==> config.mk <==
export PLATFORM = sky130hd
export DESIGN_NAME = bubsys_ioctl_upload
export DESIGN_NICKNAME = d
export VERILOG_FILES = /design/src/rtl/bubsys_pkg.sv /design/src/rtl/bubsys_ioctl_upload.sv
export SDC_FILE = /design/constraint.sdc
export NUM_CORES = 1
export LEC_CHECK = 0
export ABC_AREA = 1
export BUFFER_PORTS_ARGS = -buffer_cell sky130_fd_sc_hd__buf_2
export CORE_UTILIZATION = 40
export DETAILED_ROUTE_END_ITERATION = 7
export SETUP_SLACK_MARGIN = 0.2
export SLEW_MARGIN = 20
export SYNTH_ARGS = -nofsm -noshare
export SYNTH_HDL_FRONTEND = slang
export SYNTH_SLANG_ARGS = --single-unit
==> constraint.sdc <==
create_clock -name i_EMU_CLK72M -period 2.6 [get_ports i_EMU_CLK72M]
set_input_delay 0.26 -clock i_EMU_CLK72M [delete_from_list [all_inputs] [get_ports i_EMU_CLK72M]]
set_output_delay 0.26 -clock i_EMU_CLK72M [all_outputs]
set_load 0.01 [all_outputs]
==> src/rtl/bubsys_pkg.sv <==
`default_nettype none
// ============================================================================
//  Module      : bubsys_pkg
//  Description : Shared types and helpers for the BubSys ioctl upload path:
//                FSM state encoding, parameter defaults, byte selection.
//  Revision    : 1.0  initial release
// ============================================================================
package bubsys_pkg;

   // Upload responder states
   typedef enum logic [1:0] {
      IDLE  = 2'd0,
      FETCH = 2'd1,
      ABORT = 2'd2
   } upl_state_t;

   localparam logic [15:0] c_UPLOAD_INDEX_DEF = 16'd4;
   localparam logic [31:0] c_IMG_BYTES_DEF    = 32'd163840;

   // Big-endian (68000) byte lane: even byte address is the high byte
   function automatic logic [7:0] byte_sel(input logic [15:0] data, input logic lsb);
      return lsb ? data[7:0] : data[15:8];
   endfunction

endpackage
`default_nettype wire

==> src/rtl/bubsys_ioctl_upload.sv <==
`default_nettype none
// ============================================================================
//  Module      : bubsys_ioctl_upload
//  Description : Byte-serial responder for the HPS ioctl upload channel.
//                Serves the bubble-memory save image one byte per ioctl_rd
//                from a 16-bit word buffer through a one-word cache, and
//                stalls the HPS with ioctl_wait while a word fetch is open.
//  Revision    : 1.0  initial release
// ============================================================================
module bubsys_ioctl_upload
   import bubsys_pkg::*;
#(
   parameter logic [15:0] UPLOAD_INDEX = c_UPLOAD_INDEX_DEF,
   parameter logic [31:0] IMG_BYTES    = c_IMG_BYTES_DEF,
   parameter int          MEM_AW       = 17
)(
   input  logic              i_EMU_CLK72M,
   input  logic              i_EMU_INITRST,

   input  logic              ioctl_upload,
   input  logic [15:0]       ioctl_index,
   input  logic              ioctl_rd,
   input  logic [26:0]       ioctl_addr,
   output logic [7:0]        ioctl_din,
   output logic              ioctl_wait,

   output logic              o_MEM_LOCK,
   output logic [MEM_AW-1:0] o_MEM_ADDR,
   output logic              o_MEM_RD,
   input  logic [15:0]       i_MEM_DATA,
   input  logic              i_MEM_RDY
);

   logic              w_sel;
   logic              w_sel_rise;
   logic              w_in_range;
   logic              w_hit;
   logic [MEM_AW-1:0] w_word_addr;

   upl_state_t        r_state;
   logic [15:0]       r_cache_word;
   logic [MEM_AW-1:0] r_cache_tag;
   logic              r_cache_valid;
   logic              r_lsb;

   // o_MEM_LOCK is the registered session select, so it doubles as the
   // previous-cycle value for edge detection.
   assign w_sel       = ioctl_upload & (ioctl_index == UPLOAD_INDEX);
   assign w_sel_rise  = w_sel & ~o_MEM_LOCK;
   assign w_in_range  = ({5'd0, ioctl_addr} < IMG_BYTES);
   assign w_word_addr = ioctl_addr[MEM_AW:1];
   // A strobe on the very first cycle of a session must not hit stale data
   assign w_hit       = r_cache_valid & ~w_sel_rise & (r_cache_tag == w_word_addr);

   // Session tracking, cache maintenance and the strobe/fetch state machine
   always_ff @(posedge i_EMU_CLK72M or posedge i_EMU_INITRST) begin
      if (i_EMU_INITRST) begin
         r_state       <= IDLE;
         r_cache_word  <= 16'h0000;
         r_cache_tag   <= '0;
         r_cache_valid <= 1'b0;
         r_lsb         <= 1'b0;
         ioctl_din     <= 8'h00;
         ioctl_wait    <= 1'b0;
         o_MEM_LOCK    <= 1'b0;
         o_MEM_ADDR    <= '0;
         o_MEM_RD      <= 1'b0;
      end else begin
         o_MEM_LOCK <= w_sel;
         if (w_sel_rise) begin
            r_cache_valid <= 1'b0;
         end

         case (r_state)
            IDLE: begin
               if (ioctl_rd && w_sel) begin
                  if (!w_in_range) begin
                     ioctl_din <= 8'hFF;
                  end else if (w_hit) begin
                     ioctl_din <= byte_sel(r_cache_word, ioctl_addr[0]);
                  end else begin
                     r_lsb      <= ioctl_addr[0];
                     o_MEM_ADDR <= w_word_addr;
                     o_MEM_RD   <= 1'b1;
                     ioctl_wait <= 1'b1;
                     r_state    <= FETCH;
                  end
               end
            end

            FETCH: begin
               if (!w_sel) begin
                  // Session ended: release the HPS now, but the memory request
                  // is already committed and must run to its acknowledge.
                  ioctl_wait <= 1'b0;
                  if (i_MEM_RDY) begin
                     o_MEM_RD <= 1'b0;
                     r_state  <= IDLE;
                  end else begin
                     r_state  <= ABORT;
                  end
               end else if (i_MEM_RDY) begin
                  o_MEM_RD      <= 1'b0;
                  r_cache_word  <= i_MEM_DATA;
                  r_cache_tag   <= o_MEM_ADDR;
                  r_cache_valid <= 1'b1;
                  ioctl_din     <= byte_sel(i_MEM_DATA, r_lsb);
                  ioctl_wait    <= 1'b0;
                  r_state       <= IDLE;
               end
            end

            ABORT: begin
               // Drain the orphaned request; its data belongs to no session
               if (i_MEM_RDY) begin
                  o_MEM_RD <= 1'b0;
                  r_state  <= IDLE;
               end
            end

            default: begin
               r_state <= IDLE;
            end
         endcase
      end
   end

endmodule
`default_nettype wire

# == Yosys cells after proc, flatten, opt, wreduce, memory -nomap -nowiden ==
# Cells that the tools add are included.
# classes
reduce_logical,11
bitwise,7
muxes,26
n_eq_ne,12
n_lt_le_gt_ge,1
# ops
operator,n
8-bit two-way mux,7
"27-bit by 18-bit < comparator with 1-bit output, second input constant",1
17-bit == test,1
"16-bit by 3-bit == test with 1-bit output, second input constant",1
8-bit case mux with 2 select lines,1
5-bit AND reduction,3
2-bit two-way mux,6
"2-bit inequality test, second input constant",5
1-bit two-way mux,9
"3-bit inequality test, second input constant",2
2-bit case mux with 3 select lines,1
3-bit AND reduction,2
1-bit AND,4
1-bit case mux with 2 select lines,2
4-bit AND reduction,1
2-bit nonzero test,2
1-bit NOT,3
"2-bit by 1-bit == test with 1-bit output, second input constant",1
"2-bit == test, second input constant",1
2-bit zero test,1
"2-bit by 1-bit inequality test with 1-bit output, second input constant",1
2-bit OR reduction,1
1-bit logical AND,1
# totals
elab_cells,67
ff_bits,65
output_inout_bits,28

# == Longest topological paths before layout ==
# logic_depth
word_depth,10
ltp_mapped,14
mapped_depth_nobuf,13

# == Least setup slack after synthesis ==
# Ideal clock, no wire load.
# synth_path
kind,reg-to-reg
from,reg r_state[1]
to,reg r_cache_tag[10]
n_path_buf,1
setup_ps,125
arrival_time_ps,1401
setup_slack_ps,1074
required_time_ps,2475
stages_incl_launch_ff,6
cell_sequence,dfrtp_1 > inv_1 > ha_1 > nand2_1 > buf_2 > mux2_2
# synth_between
elab_chain_cells,2
# synth_rtl
element,line_no,source
start: declaration,bubsys_ioctl_upload.sv:40,upl_state_t r_state;
start signal: assignment,bubsys_ioctl_upload.sv:58,r_state <= IDLE;
start signal: assignment,bubsys_ioctl_upload.sv:86,r_state <= FETCH;
start signal: assignment,bubsys_ioctl_upload.sv:98,r_state <= IDLE;
2-bit by 1-bit == test with 1-bit output,bubsys_ioctl_upload.sv:74,case (r_state)
3-bit AND reduction (no line),-,
end signal: assignment,bubsys_ioctl_upload.sv:105,r_cache_tag <= o_MEM_ADDR;
end: declaration,bubsys_ioctl_upload.sv:42,logic [MEM_AW-1:0] r_cache_tag;
# Every way passes these cells.
# A chain may end at the register's enable or synchronous reset.

# == Worst setup path in the final report ==
# layout_path
from,reg r_state[1]
to,reg ioctl_din[3]
# layout_between
elab_chain_cells,3
elab_cells_between_ends,9
cone_classes,5 x eq/ne; 1 x mux; 3 x reduce/logical
# layout_rtl
element,line_no,source
2-bit by 1-bit == test with 1-bit output / 2-bit zero test (equally long branches),bubsys_ioctl_upload.sv:74,
2-bit inequality test (no line) (tied with other cells),-,
5-bit AND reduction (no line),-,
end signal: assignment,bubsys_ioctl_upload.sv:80,"ioctl_din <= byte_sel(r_cache_word, ioctl_addr[0]);"
end signal: assignment,bubsys_ioctl_upload.sv:107,"ioctl_din <= byte_sel(i_MEM_DATA, r_lsb);"
end: declaration,bubsys_ioctl_upload.sv:24,"output logic [7:0] ioctl_din,"
# Several ways; a longest one is shown, not always the timed one.

==> qor.txt <==
antenna violations before repair: 0
commonest cells in the netlist: 109 x nand2_1, 65 x dfrtp_1, 42 x inv_1
Worst-Margin Slew: 629 ps
Crit path required time: 2810 ps
switching part of the total: 33.9%
power density over the cells: 691 nW/µm²
Ys Warns: 0
status: finished clean
clock latency on the worst-skew pair: 330 ps
CP arrival: 2240 ps
Critical Setup Path Class: reg -> reg
worst-path fanout max: 16
CP peak stage delay: 530 ps
CP max stage cell: ha_1
Core Box Area: 8260 µm²
final cell utilization of the core: 50.8%
fraction of layout instances using a drive strength above 1: 28.2%
endpoint class of the critical path: register
final hold vios: 0
Synth top area share: 47.5%
Clock Root Buffer: clkbuf_8
CTS tree: yes
Post-synth top flop: dfrtp_1
CP cell instances: inv_1, ha_1, inv_1, o21ai_4, nand3_4, nand2_1, nand2_1
antenna-violating nets left: 0
Synth cell types: 28
Seq/Total Area, Yosys: 47.5%
DR vias/cell: 4.94
sequential share of power: 39.7%
synth top area cells: dfrtp_1 47%, nand2_1 12%, mux2_2 6.6%, inv_1 4.6%, nand3_1 4.2%
CTS buffer count: 9
Buf+Inv Stages, Crit Path: 2
clock power share: 30.7%
Synth Register Bits: 65
most frequent cell after synthesis: nand2_1
combinational group share of total power: 29.6%
synthesized cell area: 3430 µm²
RePlAce Congestion: 0.860
critical path's top delay family: adder cells
row count: 33
Fmax achieved: 493 MHz
relative slew slack: 57.9%
CTS Hold Bufs: 1
first drt pass iteration count: 4
Yosys top cell by area: dfrtp_1
Mapped Cells: 411
Net Count, Synth: 479
first-pass GRT wire length: 13,400 µm
DIE AREA: 8940 µm²
Die Y: 94.6 µm
Worst-path clk slew: 70 ps
RSZ-0062 raised after global routing: no
VDD IR max: 0.405 mV
DRC Markers: 0
All-Layer GR Usage: 19.3%
area grow syn2layout: 22.4%
final setup TNS: 0 ps
# port buffers: 91
nets: 570
Async S/R FF share, synth: 100%
Post-synth EDFFs: 0
Clock Path Buffers: 2
Cell Count, Final, Fillers Out: 612
Fillers: 827
final slew viol count: 0
Tcrit/Tclk final: 78.0%
largest net degree at the start of global routing: 41
Remaining Overflow, GRT: 0
fin crit period: 2030 ps
cell total after placement: 595
wire per inst: 13.0 µm
Post-CTS Setup Inserts: 0
DPL Wire Length: 5820 µm
CTS Sinks: 65
DR vias: 3,025
Antenna diodes: 0
Internal: 1.92 mW
First DRT Iteration DRCs: 119
vias in the first global route: 2,954
Post-Route WL: 7930 µm
final setup vio count: 0
Net Sw Power: 0.982 mW
Syn Area/Cell: 8.34 µm²
LEAKAGE: 2.33 nW
Hold/Removal Path Class: in -> reg
post-cts sizing count: 0
H-Tree Depth: 3
Max-cap violations: 0
startpoint types: register
I/O Pins: 92
clk_skew: 9.88 ps
die span in x: 94.6 µm
Initial Util: 41.5%
-- routing by layer --
| metal | track usage, % | vias up | share of wire, % |
|---|---|---|---|
| met5 | 0 | - | 0 |
| met4 | 5.56 | 0 | 1.2 |
| met3 | 4.99 | 9 | 5.6 |
| met2 | 32.2 | 89 | 47 |
| met1 | 24.8 | 1420 | 46 |
| li1 | - | 1507 | - |
-- cell usage in the layout, fill, tap and decap left out, drive strengths merged, types with 2 or more instances in the layout --
| cell type | count |
|---|---|
| nor2 | 41 |
| a22oi | 8 |
| nor3 | 3 |
| inv | 44 |
| dfrtp | 65 |
| xnor2 | 6 |
| buf | 94 |
| clkinv | 2 |
| nand2 | 111 |
| clkbuf | 14 |
| xor2 | 7 |
| ha | 4 |
| mux2 | 20 |
| nand4 | 15 |
| nand3 | 33 |
| a21oi | 24 |
| o21ai | 14 |
-- power groups by stage --
stage | sequential (mW) | clock [mW] | combinational (mW)
after floorplan | 1.19 | 0 | 0.556
after global placement | 1.17 | 0 | 0.837
after detailed placement | 1.17 | 0 | 0.852
after CTS | 1.15 | 0.925 | 0.858
after global routing | 1.16 | 0.968 | 0.975
final | 1.15 | 0.890 | 0.859
-- kinds of logic (layout without fill, tap and decap cells) --
logic type / after synthesis / after routing / share of synthesized area (%)
buffers and inverters: 60 / 156 / 7.45
xor gates and xnor gates: 13 / 13 / 3.32
adders and majority gates: 4 / 4 / 1.46
AOI/OAI and AO/OA: 46 / 46 / 7.63
and+or+nand+nor: 203 / 203 / 26.1
DFF: 65 / 65 / 47.5
muxes: 20 / 20 / 6.57
-- area by class of cell --
type	count	area (µm²)	share of cell area, %
repair buffers	95	513	12.2
well taps	105	131	3.13
clock buffers	14	173	4.12
multi-input cells	286	1550	36.9
clock inverters	2	35.0	0.835
flip-flops and latches	65	1630	38.8
inverters	45	169	4.03
-- final timing paths --
check                                               to                     start  slack [ps]  cells past startpoint
setup / recovery              ioctl_din[3]$_DFFE_PP0P_    r_state[1]$_DFFE_PP0P_         570                      7
hold / removal             r_cache_word[8]$_DFFE_PP0P_             i_MEM_DATA[8]         180                      2
setup reg to reg              ioctl_din[3]$_DFFE_PP0P_    r_state[1]$_DFFE_PP0P_         570                      7
hold reg to reg               ioctl_din[7]$_DFFE_PP0P_  ioctl_din[7]$_DFFE_PP0P_         470                      2
max in group asynchronous         o_MEM_LOCK$_DFF_PP0_             i_EMU_INITRST        1440                      4
min in group asynchronous  r_cache_word[0]$_DFFE_PP0P_             i_EMU_INITRST         530                      3
-- metrics by stage --
step | instance area [µm²] | worst slack (ps) | hold slack (ps) | total power, mW
after floorplan | 3430 | 714 | 405 | 1.75
after global placement | 3980 | 630 | 365 | 2.00
after detailed placement | 3980 | 561 | 359 | 2.02
after CTS | 4200 | 604 | 166 | 2.93
after global routing | 4200 | 378 | 178 | 3.11
final | 4200 | 571 | 185 | 2.90
-- state kept, by name (all words and copies together) (netlist names) --
signal,flops
r_cache_valid,1
r_state,2
o_MEM_RD,1
o_MEM_ADDR,17
ioctl_din,8
r_lsb,1
o_MEM_LOCK,1
ioctl_wait,1
r_cache_tag,17
r_cache_word,16
Note: power is estimated with default switching activity, not from simulation.
